### config.mk
export PLATFORM = sky130hd
export DESIGN_NAME = pcpi_mac
export DESIGN_NICKNAME = d
export VERILOG_FILES = /design/src/rtl/pcpi_mac.sv
export SDC_FILE = /design/constraint.sdc
export NUM_CORES = 1
export LEC_CHECK = 0
export ABC_AREA = 0
export BUFFER_PORTS_ARGS = -buffer_cell sky130_fd_sc_hd__buf_4
export CAP_MARGIN = 20
export CORE_MARGIN = 3
export CORE_UTILIZATION = 25
export DETAILED_ROUTE_END_ITERATION = 8
export PLACE_DENSITY = 0.38
export SYNTH_ARGS = -nofsm -noshare
export SYNTH_HDL_FRONTEND = slang
export SYNTH_SLANG_ARGS = --single-unit
### constraint.sdc
create_clock -name clk -period 7.1 [get_ports clk]
set_input_delay 1.42 -clock clk [delete_from_list [all_inputs] [get_ports clk]]
set_output_delay 1.42 -clock clk [all_outputs]
set_load 0.005 [all_outputs]
### src/rtl/pcpi_mac.sv
// PCPI coprocessor: iterative signed 16x16 multiply-accumulate on the custom-0 opcode.
// Define PCPI_MAC_SAT_EN to saturate accumulator read-back to signed 32 bits.
module pcpi_mac #(
    parameter int         ACC_W     = 40,
    parameter int         STEP_BITS = 2,
    parameter logic [6:0] FUNCT7    = 7'b0000001
) (
    input  logic        clk,
    input  logic        resetn,
    input  logic        pcpi_valid,
    input  logic [31:0] pcpi_insn,
    input  logic [31:0] pcpi_rs1,
    input  logic [31:0] pcpi_rs2,
    output logic        pcpi_wr,
    output logic [31:0] pcpi_rd,
    output logic        pcpi_wait,
    output logic        pcpi_ready
);

    localparam int         N      = 16 / STEP_BITS;
    localparam int         CNT_W  = (N > 1) ? $clog2(N) : 1;
    localparam logic [6:0] OPCODE = 7'b0001011;

    typedef enum logic [1:0] {
        S_IDLE,
        S_MUL,
        S_ACC,
        S_DONE
    } state_e;

    typedef enum logic [1:0] {
        OP_MAC    = 2'b00,
        OP_MACRD  = 2'b01,
        OP_MACCLR = 2'b10,
        OP_MUL16  = 2'b11
    } op_e;

    state_e             state_q, state_d;
    op_e                op_q, op_d;
    logic [CNT_W-1:0]   cnt_q, cnt_d;
    logic [ACC_W-1:0]   acc_q, acc_d;
    logic [31:0]        mcand_q, mcand_d;
    logic [15:0]        mplier_q, mplier_d;
    logic [31:0]        prod_q, prod_d;
    logic               neg_q, neg_d;
    logic [31:0]        rd_q, rd_d;
    logic               wr_q, wr_d;
    logic               wait_q, wait_d;
    logic               ready_q, ready_d;

    logic               match;
    op_e                insn_op;
    logic [15:0]        a_mag, b_mag;
    logic [31:0]        partial;
    logic signed [31:0] product;
    logic [ACC_W-1:0]   acc_sum;
    logic [31:0]        acc_conv, sum_conv;
    logic               unused_bits;

    // funct3 values 000..011 are exactly those with insn[14] clear.
    assign match   = (pcpi_insn[6:0] == OPCODE) && (pcpi_insn[31:25] == FUNCT7) && !pcpi_insn[14];
    assign insn_op = op_e'(pcpi_insn[13:12]);

    assign unused_bits = ^{pcpi_insn[24:15], pcpi_insn[11:7], pcpi_rs1[31:16], pcpi_rs2[31:16]};

    // Multiply on magnitudes and fix the sign at the end; |-32768| still fits in 16 bits.
    assign a_mag = pcpi_rs1[15] ? (~pcpi_rs1[15:0] + 16'd1) : pcpi_rs1[15:0];
    assign b_mag = pcpi_rs2[15] ? (~pcpi_rs2[15:0] + 16'd1) : pcpi_rs2[15:0];

    always_comb begin
        partial = '0;
        for (int j = 0; j < STEP_BITS; j++) begin
            if (mplier_q[j]) begin
                partial = partial + (mcand_q << j);
            end
        end
    end

    assign product = neg_q ? (~prod_q + 32'd1) : prod_q;
    assign acc_sum = acc_q + ACC_W'(product);

`ifdef PCPI_MAC_SAT_EN
    function automatic logic [31:0] sat32(input logic [ACC_W-1:0] v);
        logic [ACC_W-32:0] upper;
        upper = v[ACC_W-1:31];
        if (&upper || !(|upper)) begin
            return v[31:0];
        end else if (v[ACC_W-1]) begin
            return 32'h8000_0000;
        end else begin
            return 32'h7fff_ffff;
        end
    endfunction

    assign acc_conv = sat32(acc_q);
    assign sum_conv = sat32(acc_sum);
`else
    assign acc_conv = acc_q[31:0];
    assign sum_conv = acc_sum[31:0];
`endif

    // NOTE: every variable gets a default before the case so no path leaves one unassigned and infers a latch.
    always_comb begin
        state_d  = state_q;
        op_d     = op_q;
        cnt_d    = cnt_q;
        acc_d    = acc_q;
        mcand_d  = mcand_q;
        mplier_d = mplier_q;
        prod_d   = prod_q;
        neg_d    = neg_q;
        rd_d     = rd_q;
        wr_d     = 1'b0;
        ready_d  = 1'b0;
        wait_d   = wait_q;

        unique case (state_q)
            S_IDLE: begin
                if (pcpi_valid && match) begin
                    op_d = insn_op;
                    if (insn_op == OP_MACRD || insn_op == OP_MACCLR) begin
                        rd_d    = acc_conv;
                        wr_d    = 1'b1;
                        ready_d = 1'b1;
                        state_d = S_DONE;
                        if (insn_op == OP_MACCLR) begin
                            acc_d = '0;
                        end
                    end else begin
                        mcand_d  = {16'd0, a_mag};
                        mplier_d = b_mag;
                        prod_d   = '0;
                        neg_d    = pcpi_rs1[15] ^ pcpi_rs2[15];
                        cnt_d    = CNT_W'(N - 1);
                        wait_d   = 1'b1;
                        state_d  = S_MUL;
                    end
                end
            end

            S_MUL: begin
                if (!pcpi_valid) begin
                    wait_d  = 1'b0;
                    state_d = S_IDLE;
                end else begin
                    prod_d   = prod_q + partial;
                    mcand_d  = mcand_q << STEP_BITS;
                    mplier_d = mplier_q >> STEP_BITS;
                    if (cnt_q == '0) begin
                        state_d = S_ACC;
                    end else begin
                        cnt_d = cnt_q - CNT_W'(1);
                    end
                end
            end

            S_ACC: begin
                wait_d  = 1'b0;
                state_d = S_IDLE;
                if (pcpi_valid) begin
                    wr_d    = 1'b1;
                    ready_d = 1'b1;
                    state_d = S_DONE;
                    if (op_q == OP_MAC) begin
                        acc_d = acc_sum;
                        rd_d  = sum_conv;
                    end else begin
                        rd_d  = product;
                    end
                end
            end

            // The CPU still holds valid here; ignoring it keeps the finished instruction from restarting.
            S_DONE: begin
                state_d = S_IDLE;
            end

            default: begin
                state_d = S_IDLE;
            end
        endcase
    end

    // NOTE: sequential state uses non-blocking assignments so every register samples pre-edge values.
    always_ff @(posedge clk) begin
        if (!resetn) begin
            state_q  <= S_IDLE;
            op_q     <= OP_MAC;
            cnt_q    <= '0;
            acc_q    <= '0;
            mcand_q  <= '0;
            mplier_q <= '0;
            prod_q   <= '0;
            neg_q    <= 1'b0;
            rd_q     <= '0;
            wr_q     <= 1'b0;
            wait_q   <= 1'b0;
            ready_q  <= 1'b0;
        end else begin
            state_q  <= state_d;
            op_q     <= op_d;
            cnt_q    <= cnt_d;
            acc_q    <= acc_d;
            mcand_q  <= mcand_d;
            mplier_q <= mplier_d;
            prod_q   <= prod_d;
            neg_q    <= neg_d;
            rd_q     <= rd_d;
            wr_q     <= wr_d;
            wait_q   <= wait_d;
            ready_q  <= ready_d;
        end
    end

    assign pcpi_wr    = wr_q;
    assign pcpi_rd    = rd_q;
    assign pcpi_wait  = wait_q;
    assign pcpi_ready = ready_q;

endmodule

After elaboration in Yosys (flattened, before gate mapping)
Index checks and enable logic that the tools add are counted.
{"block": "classes", "addsub": 7, "n_mul": 0, "n_div": 0, "n_lt_le_gt_ge": 0, "n_eq_ne": 17, "n_shift": 0, "muxes": 47, "n_bitwise": 5, "reduce_logical": 19}
{"operator": "32-bit two-way mux", "count": 13}
{"operator": "40-bit two-way mux", "count": 5}
{"operator": "32-bit case mux with 2 select lines", "count": 3}
{"operator": "16-bit two-way mux", "count": 5}
{"operator": "40-bit case mux with 2 select lines", "count": 1}
{"operator": "32-bit adder", "count": 2}
{"operator": "40-bit adder", "count": 1}
{"operator": "16-bit by 1-bit adder with 16-bit output, second input constant", "count": 2}
{"operator": "32-bit by 1-bit adder with 32-bit output, second input constant", "count": 1}
{"operator": "16-bit NOT", "count": 2}
{"operator": "32-bit NOT", "count": 1}
{"operator": "16-bit case mux with 2 select lines", "count": 1}
{"operator": "2-bit != test, second input constant", "count": 9}
{"operator": "3-bit two-way mux", "count": 4}
{"operator": "4-bit AND reduction", "count": 3}
{"operator": "2-bit two-way mux", "count": 5}
{"operator": "2-bit case mux with 4 select lines", "count": 1}
{"operator": "7-bit by 1-bit equality test with 1-bit output, second input constant", "count": 1}
{"operator": "7-bit by 4-bit equality test with 1-bit output, second input constant", "count": 1}
{"operator": "2-bit equality test, second input constant", "count": 3}
{"operator": "1-bit two-way mux", "count": 6}
{"operator": "3-bit case mux with 2 select lines", "count": 1}
{"operator": "6-bit AND reduction", "count": 1}
{"operator": "5-bit AND reduction", "count": 1}
{"operator": "16 further kinds", "count": 22}
{"block": "word_totals", "register_bits": 162, "latch_bits": 0, "mem_bits_rw": 0, "mem_bits_ro": 0, "elab_cells": 106, "mem_count": 0}

Longest topological paths before layout
{"block": "depth", "depth_word": 7, "depth_mapped": 33, "mapped_depth_nobuf": 28}

Least setup slack after synthesis
No wires, ideal clock.
{"block": "synth_path", "path_kind": "register -> register", "startpoint": "register mplier_q[0]", "endpoint": "register prod_q[31]", "setup_ps": 120, "t_arrival_ps": 6097, "t_required_ps": 6980, "setup_slack_ps": 883, "path_stages_with_launch": 30, "n_path_buf": 5, "period_less_slack_ps": 6217, "path_cell_list": "dfxtp_1 clkbuf_1 clkbuf_1 clkbuf_1 clkbuf_1 clkbuf_1 nand2_1 fa_1 nand2b_1 a211oi_1 o311ai_1 a21o_1 a22o_1 a21oi_1 o21ai_0 a32oi_1 xnor2_1 mux2_2 ha_1 nand2_1 o21ai_0 a21oi_1 a21bo_2 a21oi_1 or3_1 a31oi_1 xnor2_1 xnor2_1 and3_1 o31a_1"}
{"block": "synth_between", "elab_chain_cells": 6}
{"item": "start, declared", "line": "43", "rtl": "logic [15:0] mplier_q, mplier_d;"}
{"item": "start signal, assigned", "line": "205", "rtl": "mplier_q <= mplier_d;"}
{"item": "32-bit two-way mux (*)", "line": "73", "rtl": "if (mplier_q[j]) begin"}
{"item": "32-bit adder", "line": "74", "rtl": "partial = partial + (mcand_q << j);"}
{"item": "32-bit two-way mux (*)", "line": "73"}
{"item": "32-bit adder (*)", "line": "146", "rtl": "prod_d = prod_q + partial;"}
{"item": "32-bit two-way mux (*)", "line": "142", "rtl": "if (!pcpi_valid) begin"}
{"item": "32-bit case mux with 2 select lines (*)", "line": "117", "rtl": "unique case (state_q)"}
{"item": "end signal, assigned", "line": "206", "rtl": "prod_q <= prod_d;"}
{"item": "end, declared", "line": "44", "rtl": "logic [31:0] prod_q, prod_d;"}
Mark *: on every way between the ends. The rest lies on a longest branch, timed or not. The select of a mux whose other input is x is not followed.
A chain may end at the register's enable or synchronous reset.

Worst setup path in the final report
Ends and elaborated chain as after synthesis.

==> summary.md <==
| Metric | Value |
|---|---|
| Number of diodes | `0` |
| Ys Warns | `0` |
| Clk buf depth | `2` |
| Root Buffer | `clkbuf_16` |
| WL/cell | `16.50 µm` |
| Min Tclk post-route | `5.918 ns` |
| Initial DRT Pass Iterations | `5` |
| # rows | `83` |
| Initial Util | `0.2534` |
| Die Y | `234.5 µm` |
| Post-synth EDFFs | `0` |
| Leading cell type in the layout, fill and taps excluded | `nor2_1` |
| Distinct cells, synth | `80` |
| M1 GR Usage | `0.2039` |
| Post-Syn Area | `13050 µm²` |
| Data arrival, critical path | `6.26 ns` |
| Max_slew headroom | `0.4412` |
| Area Growth Syn to Fin | `14.28%` |
| Die Footprint | `54980 µm²` |
| Worst Tran Pin Value | `0.8325 ns` |
| Synth Net Count | `1967` |
| PD cells | `161.4 nW/µm²` |
| RD Place Congestion | `0.8420` |
| Clock skew | `0.01231 ns` |
| Seq/Total Area, Yosys | `0.2362` |
| RSZ-0062 raised after global routing | `false` |
| Total GRT Usage | `0.1486` |
| Die W | `234.5 µm` |
| DRC marker count from the first detailed-route iteration | `669` |
| Post-route ant nets | `0` |
| Ratio of cells with drive above 1 in the final layout | `0.09816` |
| Synth Flop Type | `dfxtp_1` |
| Setup bufs post-CTS | `0` |
| Clock transition at the registers of the reported paths | `0.06 ns` |
| Most frequent cells in the layout | `nor2_1, nand2_1, a21oi_1, dfxtp_1, o21ai_0` |
| CP peak stage delay | `0.49 ns` |
| Critical Path RT | `7.44 ns` |
| Vias in the first global route | `12000` |
| Hold_buf cts | `0` |
| WHS | `0.4542 ns` |
| Peak Freq | `169.0 MHz` |
| Post-synthesis area per instance | `7.348 µm²` |
| Largest net degree at the start of global routing | `55` |
| Grt total ovfl | `0` |
| CP Capture Type | `register` |
| First-pass GRT wire length | `65.50 mm` |
| I/O Buffers | `86` |
| Vias | `12500` |
| Post-CTS Resized | `0` |
| LEAKAGE | `6.092 nW` |
| Worst-path fanout max | `15` |
| Ports | `134` |
| Met3 GRT Util | `0.02130` |
| Setup CP Type | `reg2reg` |
| Slew Limit Fails | `0` |
| Final nets | `1973` |
| HP Class | `reg2reg` |
| CP delay by family, top | `compound AO/OA/AOI/OAI gates` |
| Clk Latency, worst-skew pair | `0.46 ns` |
| Status | `finished, final reports clean` |
| Antenna violations before repair | `0` |
| TritonCTS Buffers | `17` |
| Peak supply drop | `180.5 µV` |
| Post-Route WL | `40.81 mm` |
| Vias/cell | `5.053` |
| FFs w/ async S/R, synth | `0` |
| Fillcell total | `5649` |
| WP buf/inv | `3` |
| #FFs+latches synth | `154` |
| Final Cycle Share | `0.8335` |
| Worst path slowest cell | `dfxtp_2` |
| Core area | `51510 µm²` |
| Worst Setup Start Kind | `register` |
| Max_cap viols | `0` |
| Met2 Resource Use GR | `0.2459` |
| DP HPWL | `29.76 mm` |
| Post-Syn Instances | `1776` |
| Final count of hold timing violations | `0` |
| TritonCTS clock tree | `yes` |
| DRC violations left | `0` |
| Power, Total | `0.002407 W` |
| Setup TNS | `0 ns` |
| Finished Core Util | `0.2895` |
| Pre-CTS setup slack | `1.212 ns` |
| Final setup fails | `0` |
| TritonCTS Sinks | `154` |
| Gr busiest metal | `met2` |
| Worst Slack Setup Final | `1.182 ns` |
| H-tree levels | `4` |
-- power by group --
part           switching (W)  internal [W]  leakage (nW)
Clock               0.000393      0.000622         0.309
Sequential         0.0000237      0.000894          1.24
Combinational       0.000322      0.000153          4.54
-- flip-flops by register name (all words and copies together), names as in the netlist, 2 cells and up --
name      count
pcpi_rd      32
cnt_q         3
op_q          2
prod_q       32
mplier_q     16
mcand_q      32
state_q       2
acc_q        32
-- cell type report --
cell class / instances / area [µm²] / area share
sequential: 154 / 3084 / 0.2068
tap: 680 / 850.8 / 0.05705
clock inverter: 7 / 138.9 / 0.009313
timing repair buffer: 106 / 808.3 / 0.05420
inverter: 46 / 175.2 / 0.01175
clock buffer: 23 / 488.0 / 0.03272
multi-input combinational: 1457 / 9368 / 0.6282
-- Yosys cell counts, types with 14 or more instances --
| library cell | number | area share |
|---|---|---|
| o31ai_1 | 21 | 0.012 |
| xor2_1 | 50 | 0.034 |
| a22oi_1 | 61 | 0.035 |
| clkbuf_1 | 109 | 0.031 |
| and3_1 | 14 | 0.0067 |
| o21ai_0 | 106 | 0.041 |
| a21o_1 | 42 | 0.024 |
| nor2_1 | 197 | 0.057 |
| a31oi_1 | 17 | 0.0081 |
| a21oi_1 | 182 | 0.070 |
| o21a_1 | 19 | 0.011 |
| nand3_1 | 50 | 0.019 |
| nor2b_1 | 22 | 0.011 |
| inv_1 | 46 | 0.013 |
| nand2b_1 | 17 | 0.0081 |
| dfxtp_1 | 154 | 0.24 |
| ha_1 | 89 | 0.085 |
| xnor2_1 | 83 | 0.056 |
| nand2_1 | 186 | 0.053 |
| nor3_1 | 30 | 0.012 |
| and2_1 | 24 | 0.012 |
| mux2_2 | 14 | 0.012 |
-- tightest hold or removal path, delay by kind of cell (launching register included) --
family / cells / cell delay (ns)
and+or+nand+nor: 1 / 0.05
AOI/OAI and AO/OA: 1 / 0.05
DFF: 1 / 0.31
-- cell families after synthesis --
kind of cell / share of synthesized area
flip-flops: 0.2362
AND/OR/NAND/NOR: 0.2208
multiplexers: 0.01975
AO/OA/AOI/OAI: 0.2942
XOR/XNOR: 0.09051
buffers and inverters: 0.04775
adder cells (fa/ha/maj): 0.09070
-- per-layer routing --
layer	vias to the layer above	part of all wire	wire, µm
met5	-	0	0
met4	0	0.011	469
met3	25	0.029	1168
met2	176	0.46	18640
met1	5839	0.50	20530
li1	6456	-	-
-- worst paths after layout --
| path | startpoint | endpoint | slack (ns) | cells after the start |
|---|---|---|---|---|
| min | mplier_q[9] | mplier_q[9] | 0.45 | 2 |
| min reg2reg | mplier_q[9] | mplier_q[9] | 0.45 | 2 |
| max reg2reg | mplier_q[0] | prod_q[31] | 1.18 | 28 |
| max | mplier_q[0] | prod_q[31] | 1.18 | 28 |
-- stage by stage --
stage | cell area, µm² | std cells
2_1_floorplan | 13050 | 1776
5_1_grt | 14910 | 2473
3_3_place_gp | 14270 | 2442
3_5_place_dp | 14270 | 2442
6_report | 14910 | 2473
4_1_cts | 14890 | 2472
Note: power is estimated with default switching activity, not from simulation.
